<file path="src/rtl/w_schedule_ctrl_if.sv">
// Handshake and datapath-control bundle for the SHA-256 message-schedule sequencer.
// The w_hold member only exists when W_SCHED_STALL_EN is defined.
interface w_schedule_ctrl_if #(
    parameter int W_LENGTH  = 64,
    parameter int MSG_WIDTH = 512
);
    localparam int IDX_W = (W_LENGTH > 1) ? $clog2(W_LENGTH) : 1;

    logic                 msg_valid;
    logic [MSG_WIDTH-1:0] msg_data;
    logic                 msg_ready;
    logic                 abort;
    logic                 w_vector_complete;
    logic                 w_enable;
    logic                 w_index_complete;
    logic [IDX_W-1:0]     w_vector_index;
    logic [MSG_WIDTH-1:0] message_vector;
    logic                 w_word_valid;
    logic [IDX_W-1:0]     w_word_index;
    logic                 busy;
    logic                 done;
`ifdef W_SCHED_STALL_EN
    logic                 w_hold;
`endif

    // Upstream padder and W datapath side
    modport master (
`ifdef W_SCHED_STALL_EN
        output w_hold,
`endif
        output msg_valid, msg_data, abort, w_vector_complete,
        input  msg_ready, w_enable, w_index_complete, w_vector_index,
        input  message_vector, w_word_valid, w_word_index, busy, done
    );

    // Sequencer side
    modport slave (
`ifdef W_SCHED_STALL_EN
        input  w_hold,
`endif
        input  msg_valid, msg_data, abort, w_vector_complete,
        output msg_ready, w_enable, w_index_complete, w_vector_index,
        output message_vector, w_word_valid, w_word_index, busy, done
    );
endinterface

</file>
<file path="src/rtl/w_schedule_ctrl.sv">
// Sequencer for the SHA-256 message-schedule datapath: accept block, step W index, await echo, pulse done.
// Optional feature macro W_SCHED_STALL_EN adds the w_hold input that freezes index advance.
module w_schedule_ctrl #(
    parameter int W_LENGTH  = 64,
    parameter int MSG_WIDTH = 512
) (
    input  logic              clock,
    input  logic              reset_n,
    w_schedule_ctrl_if.slave  bus
);
    localparam int IDX_W = (W_LENGTH > 1) ? $clog2(W_LENGTH) : 1;
    localparam logic [IDX_W-1:0] IDX_LAST = IDX_W'(W_LENGTH - 1);

    typedef enum logic [2:0] {
        S_IDLE   = 3'd0,
        S_LOAD   = 3'd1,
        S_EXPAND = 3'd2,
        S_FLUSH  = 3'd3,
        S_DONE   = 3'd4
    } state_e;

    state_e               state_q, state_d;
    logic [IDX_W-1:0]     idx_q, idx_d;
    logic                 wvld_q, wvld_d;
    logic [IDX_W-1:0]     widx_q, widx_d;
    logic [MSG_WIDTH-1:0] msg_q, msg_d;
    logic                 hold;

`ifdef W_SCHED_STALL_EN
    assign hold = bus.w_hold;
`else
    assign hold = 1'b0;
`endif

    always_ff @(posedge clock) begin
        if (!reset_n) begin
            state_q <= S_IDLE;
            idx_q   <= '0;
            wvld_q  <= 1'b0;
            widx_q  <= '0;
            msg_q   <= '0;
        end else begin
            state_q <= state_d;
            idx_q   <= idx_d;
            wvld_q  <= wvld_d;
            widx_q  <= widx_d;
            msg_q   <= msg_d;
        end
    end

    always_comb begin
        state_d = state_q;
        idx_d   = idx_q;
        wvld_d  = 1'b0;
        widx_d  = widx_q;
        msg_d   = msg_q;
        unique case (state_q)
            S_IDLE: begin
                idx_d = '0;
                if (bus.msg_valid) begin
                    msg_d   = bus.msg_data;
                    state_d = S_LOAD;
                end
            end
            // LOAD and EXPAND both present idx_q; the datapath writes that word on this edge
            S_LOAD, S_EXPAND: begin
                if (!hold) begin
                    wvld_d = 1'b1;
                    widx_d = idx_q;
                    if (idx_q == IDX_LAST) begin
                        state_d = S_FLUSH;
                    end else begin
                        state_d = S_EXPAND;
                        idx_d   = idx_q + IDX_W'(1);
                    end
                end
            end
            S_FLUSH: begin
                if (bus.w_vector_complete) begin
                    state_d = S_DONE;
                    idx_d   = '0;
                end
            end
            S_DONE: begin
                state_d = S_IDLE;
                idx_d   = '0;
            end
            default: begin
                state_d = S_IDLE;
                idx_d   = '0;
            end
        endcase

        // Abort beats both hold and the complete echo; the latched block is kept
        if (bus.abort && (state_q != S_IDLE)) begin
            state_d = S_IDLE;
            idx_d   = '0;
            wvld_d  = 1'b0;
            widx_d  = widx_q;
        end
    end

    always_comb begin
        bus.msg_ready        = (state_q == S_IDLE);
        bus.w_enable         = (state_q == S_LOAD) || (state_q == S_EXPAND) || (state_q == S_FLUSH);
        bus.w_index_complete = (state_q == S_FLUSH);
        bus.busy             = (state_q != S_IDLE);
        bus.done             = (state_q == S_DONE);
        bus.w_vector_index   = idx_q;
        bus.w_word_valid     = wvld_q;
        bus.w_word_index     = widx_q;
        bus.message_vector   = msg_q;
    end
endmodule

</file>
<file path="src/flat_wrapper.sv">
// flat-port wrapper written by rule: the top's interface ports become plain ports
module w_schedule_ctrl_flat 
#(
    parameter int W_LENGTH  = 64,
    parameter int MSG_WIDTH = 512
)
  (clock, reset_n, bus_msg_valid, bus_msg_data, bus_abort, bus_w_vector_complete, bus_msg_ready, bus_w_enable, bus_w_index_complete, bus_w_vector_index, bus_message_vector, bus_w_word_valid, bus_w_word_index, bus_busy, bus_done);
  w_schedule_ctrl_if #(.W_LENGTH(W_LENGTH), .MSG_WIDTH(MSG_WIDTH)) bus_i ();
  input  logic clock;
  input  logic reset_n;
  input wire logic [$bits(bus_i.msg_valid)-1:0] bus_msg_valid;
  input wire logic [$bits(bus_i.msg_data)-1:0] bus_msg_data;
  input wire logic [$bits(bus_i.abort)-1:0] bus_abort;
  input wire logic [$bits(bus_i.w_vector_complete)-1:0] bus_w_vector_complete;
  output wire logic [$bits(bus_i.msg_ready)-1:0] bus_msg_ready;
  output wire logic [$bits(bus_i.w_enable)-1:0] bus_w_enable;
  output wire logic [$bits(bus_i.w_index_complete)-1:0] bus_w_index_complete;
  output wire logic [$bits(bus_i.w_vector_index)-1:0] bus_w_vector_index;
  output wire logic [$bits(bus_i.message_vector)-1:0] bus_message_vector;
  output wire logic [$bits(bus_i.w_word_valid)-1:0] bus_w_word_valid;
  output wire logic [$bits(bus_i.w_word_index)-1:0] bus_w_word_index;
  output wire logic [$bits(bus_i.busy)-1:0] bus_busy;
  output wire logic [$bits(bus_i.done)-1:0] bus_done;
  assign bus_i.msg_valid = bus_msg_valid;
  assign bus_i.msg_data = bus_msg_data;
  assign bus_i.abort = bus_abort;
  assign bus_i.w_vector_complete = bus_w_vector_complete;
  assign bus_msg_ready = bus_i.msg_ready;
  assign bus_w_enable = bus_i.w_enable;
  assign bus_w_index_complete = bus_i.w_index_complete;
  assign bus_w_vector_index = bus_i.w_vector_index;
  assign bus_message_vector = bus_i.message_vector;
  assign bus_w_word_valid = bus_i.w_word_valid;
  assign bus_w_word_index = bus_i.w_word_index;
  assign bus_busy = bus_i.busy;
  assign bus_done = bus_i.done;
  w_schedule_ctrl #(.W_LENGTH(W_LENGTH), .MSG_WIDTH(MSG_WIDTH)) u_core (.clock(clock), .reset_n(reset_n), .bus(bus_i));
endmodule
</file>
<file path="config.mk">
export PLATFORM = sky130hd
export DESIGN_NAME = w_schedule_ctrl_flat
export DESIGN_NICKNAME = d
export VERILOG_FILES = /design/src/rtl/w_schedule_ctrl_if.sv /design/src/rtl/w_schedule_ctrl.sv /design/src/flat_wrapper.sv
export SDC_FILE = /design/constraint.sdc
export NUM_CORES = 1
export LEC_CHECK = 0
export ABC_AREA = 1
export ABC_CLOCK_PERIOD_IN_PS = 2400
export BUFFER_PORTS_ARGS = -buffer_cell sky130_fd_sc_hd__buf_4
export CORE_AREA = 2 2 405 407
export CTS_CLUSTER_SIZE = 24
export DETAILED_ROUTE_END_ITERATION = 8
export DIE_AREA = 0 0 407 409
export SETUP_SLACK_MARGIN = 0.15
export SKIP_CTS_REPAIR_TIMING = 1
export SKIP_LAST_GASP = 1
export SYNTH_ARGS = -nofsm -noshare
export SYNTH_HDL_FRONTEND = slang
export SYNTH_SLANG_ARGS = --single-unit
</file>
<file path="constraint.sdc">
create_clock -name clock -period 2.4 [get_ports clock]
set_input_delay 0.24 -clock clock [delete_from_list [all_inputs] [get_ports clock]]
set_output_delay 0.24 -clock clock [all_outputs]
set_load 0.02 [all_outputs]
</file>
==> key figures <==
Run status
  – Outcome: finished with violations
  – Failing checks: hold timing

Cells and area
  – Area grow syn2layout: 74.1%
  – Commonest non-fill, non-tap cell in the layout: buf_4
  – Final instance area: 40,600 µm²
  – Commonest non-fill, non-tap cells in the layout: buf_4 (1,086), nand2_1 (545), dfxtp_1 (528), dlygate4sd3_1 (511)
  – # nets final: about 4,400
  – Final cell count without fillers: 6,101
  – Filler cells: 17,162
  – Layout cells sized above 1: between 50 and 60%

Drt
  – 1st-pass router iterations: 5
  – Routed WL: 120,000 µm
  – DR iter-0 viols: 1,555
  – DR vias/cell: 3.91
  – DRT antenna net count: 0
  – Residual DRC: 0
  – DR WL/cell: 19.6 µm
  – Vias: 23,830

Power
  – Worst IR Drop VDD: approximately 0.00055 V
  – Internal power: 0.0212 W
  – Logic pwr share: approximately 37%
  – Sequential power share: about a third
  – Static Leak: 16.0 nW
  – Clock power share: 31.8%
  – Switching share of power: between 30% and 40%
  – Power, Total: 0.0342 W
  – PD cells: 843 nW/µm²
  – Switching power: between 0.01 and 0.015 W

Logic synthesis
  – Seq cells post-synth: 528
  – Synth top area share: ~45%
  – Post-synth top area cell: dfxtp_1
  – Yosys warns: 0
  – Post-Synthesis Cells: ~2,400
  – Seq/Total Area, Yosys: 45.4%
  – Top cells by area, synth: dfxtp_1 (45%), nand3_2 (17%), a21oi_2 (15%)
  – Synth Cell Area: roughly 23,000 µm²
  – Netlist cell types: 23
  – Mapped Nets: around 2,900
  – Post-synthesis area per instance: 9.75 µm²

Clock network
  – # clock sinks: 528
  – Total CTS buffers: 70
  – CTS clk-pin slew, worst paths: 0.06 ns
  – Clock Root Buffer: clkbuf_16
  – CTS H-tree lvls: 3
  – Clk buf depth: 3
  – TritonCTS clock tree: built
  – Clk Latency, worst-skew pair: roughly 0.65 ns

STA
  – Worst setup margin: 0.305 ns
  – Final Max Slew Viols: 0
  – Clock Skew: 0.0188 ns
  – Setup-failing EPs final: 0
  – Final hold slack: -0.00277 ns
  – Peak Freq: roughly 0.48 GHz
  – Final setup TNS: 0 ns
  – Slew at the pin closest to its max-slew limit: 0.700 ns
  – Final hold viol count: 1
  – Max-slew headroom: 53.3%
  – RSZ-0062 raised after global routing: no
  – Period minus WS final: about 2.1 ns
  – Tcrit/Tclk final: 87.3%

Placement
  – GPL Wtd Cong: 0.905
  – Count of input and output buffers: between 1,000 and 1,500
  – Pre-CTS worst setup slack: around 0.46 ns
  – Post-detail-place hpwl: 88,900 µm
  – # placed instances: 5,447
  – Post-place instance area: 33,000 µm²

Run
  – Number of max-cap violations: 0

Die
  – Die Wd: 407 µm
  – # IOs: between 1,000 and 1,500
  – Core area: 162,000 µm²
  – Std-Cell Rows: 148
  – Initial Util: 14.4%
  – Die area: 166,000 µm²
  – Die Y: 409 µm

Setup path
  – CP Class: flop to primary output
  – Critical-path cell list: nor2_4, nand2_4, clkinv_16, buf_16, buf_4
  – CP startpoint kind: flop
  – CP Data Required Time: about 2.2 ns
  – Crit path max fanout: 23
  – FF-to-FF setup slack: between 0.3 and 0.4 ns
  – CP endpoint kind: primary output
  – Max incr delay on CP: 0.41 ns
  – CP arrival: 1.86 ns
  – Reg2reg path depth: 7
  – RR Startpoint: u_core.state_q[1]
  – Worst R2R End: u_core.bus.message_vector[39]
  – CP max-delay cell: dfxtp_1

Global route
  – First-pass GRT wire length: 156,000 µm
  – Total gr overflow: 0
  – GRT Total Usage: about an eighth
  – Vias in the first global route: 21,056
  – Initial antenna violation count: 34
  – Largest net degree at the start of global routing: 124

Hold path
  – Hold endpoint: u_core.bus.message_vector[401]
  – Hold Crit Start: bus_msg_data[401]
  – Hold path cells: 3
  – Worst hold-check path type: input pin to flop
-- power groups by stage --
| stage | registers (W) | logic, W | clock network, W |
|---|---|---|---|
| floorplan | 0.0122 | 0.00661 | 0 |
| global placement | 0.0109 | 0.0115 | 0 |
| detailed placement | 0.0109 | 0.0116 | 0 |
| CTS | 0.0107 | 0.0116 | 0.0112 |
| global route | 0.0109 | 0.0133 | 0.0115 |
| finish | 0.0108 | 0.0125 | 0.0109 |
-- per-stage QoR --
stage / util [%] / hold slack, ns
6_report: 25.0 / -0.00277
4_1_cts: 21.8 / -0.244
5_1_grt: 25.0 / 0.00272
3_5_place_dp: 20.4 / 0.454
3_3_place_gp: 20.4 / 0.449
2_1_floorplan: - / 0.389
-- flip-flops by register name (all words and copies together) (netlist names) --
| signal | cells |
|---|---|
| u_core.state_q | 3 |
| u_core.bus.w_word_valid | 1 |
| u_core.bus.w_vector_index | 6 |
| u_core.bus.message_vector | 512 |
| u_core.bus.w_word_index | 6 |
-- cell type report --
cell class / count / area (µm²) / area share [%]
tap: 2175 / 2720 / 6.71
sequential: 528 / 10600 / 26.1
timing repair buffer: 1625 / 13800 / 34.1
clock buffer: 97 / 1990 / 4.92
inverter: 16 / 93.8 / 0.231
multi-input combinational: 1617 / 10900 / 27.0
clock inverter: 24 / 349 / 0.861
antenna: 19 / 47.5 / 0.117
-- cell usage after synthesis (all sizes together) --
| cell type | n |
|---|---|
| nand2 | 548 |
| dfxtp | 528 |
| a21oi | 524 |
| nand3 | 524 |
| buf | 158 |
| clkbuf | 70 |
| inv | 15 |
| nor2 | 14 |
| nand4 | 2 |
| clkinv | 1 |
| ha | 1 |
| o211ai | 1 |
| o21ai | 1 |
| o21bai | 1 |
| or2 | 1 |
-- worst max-delay path: cells and delay by family, from the launching register on --
family / cells / cell delay [ns]
buffers and inverters: 3 / 0.56
flip-flops: 1 / 0.41
AND/OR/NAND/NOR: 2 / 0.22
-- logic make-up after synthesis --
logic type / count (synthesis) / synth area share (%)
and+or+nand+nor: 1089 / 29.1
DFF: 528 / 45.4
AOI/OAI and AO/OA: 527 / 17.8
buffers and inverters: 244 / 7.71
adders and majority gates: 1 / 0.0537
-- worst max path at each step --
stage               slack, ns                             end               from
finish                   0.30                   bus_msg_ready  u_core.state_q[1]
floorplan                0.90    u_core.bus.w_vector_index[1]  u_core.state_q[1]
detailed placement       0.46  u_core.bus.message_vector[331]  u_core.state_q[2]
global placement         0.48  u_core.bus.message_vector[304]  u_core.state_q[2]
CTS                     -0.04                   bus_msg_ready  u_core.state_q[0]
global route             0.16                   bus_msg_ready  u_core.state_q[2]
-- per-layer routing --
metal | track usage, % | share of wire, % | vias to the layer above
met5 | 0 | 0.023 | -
met4 | 5.89 | 3.2 | 4
met3 | 4.45 | 8.6 | 232
met2 | 21.1 | 48 | 1029
met1 | 15.1 | 40 | 11505
li1 | - | - | 11060
Power figures use the tool's default switching activity.
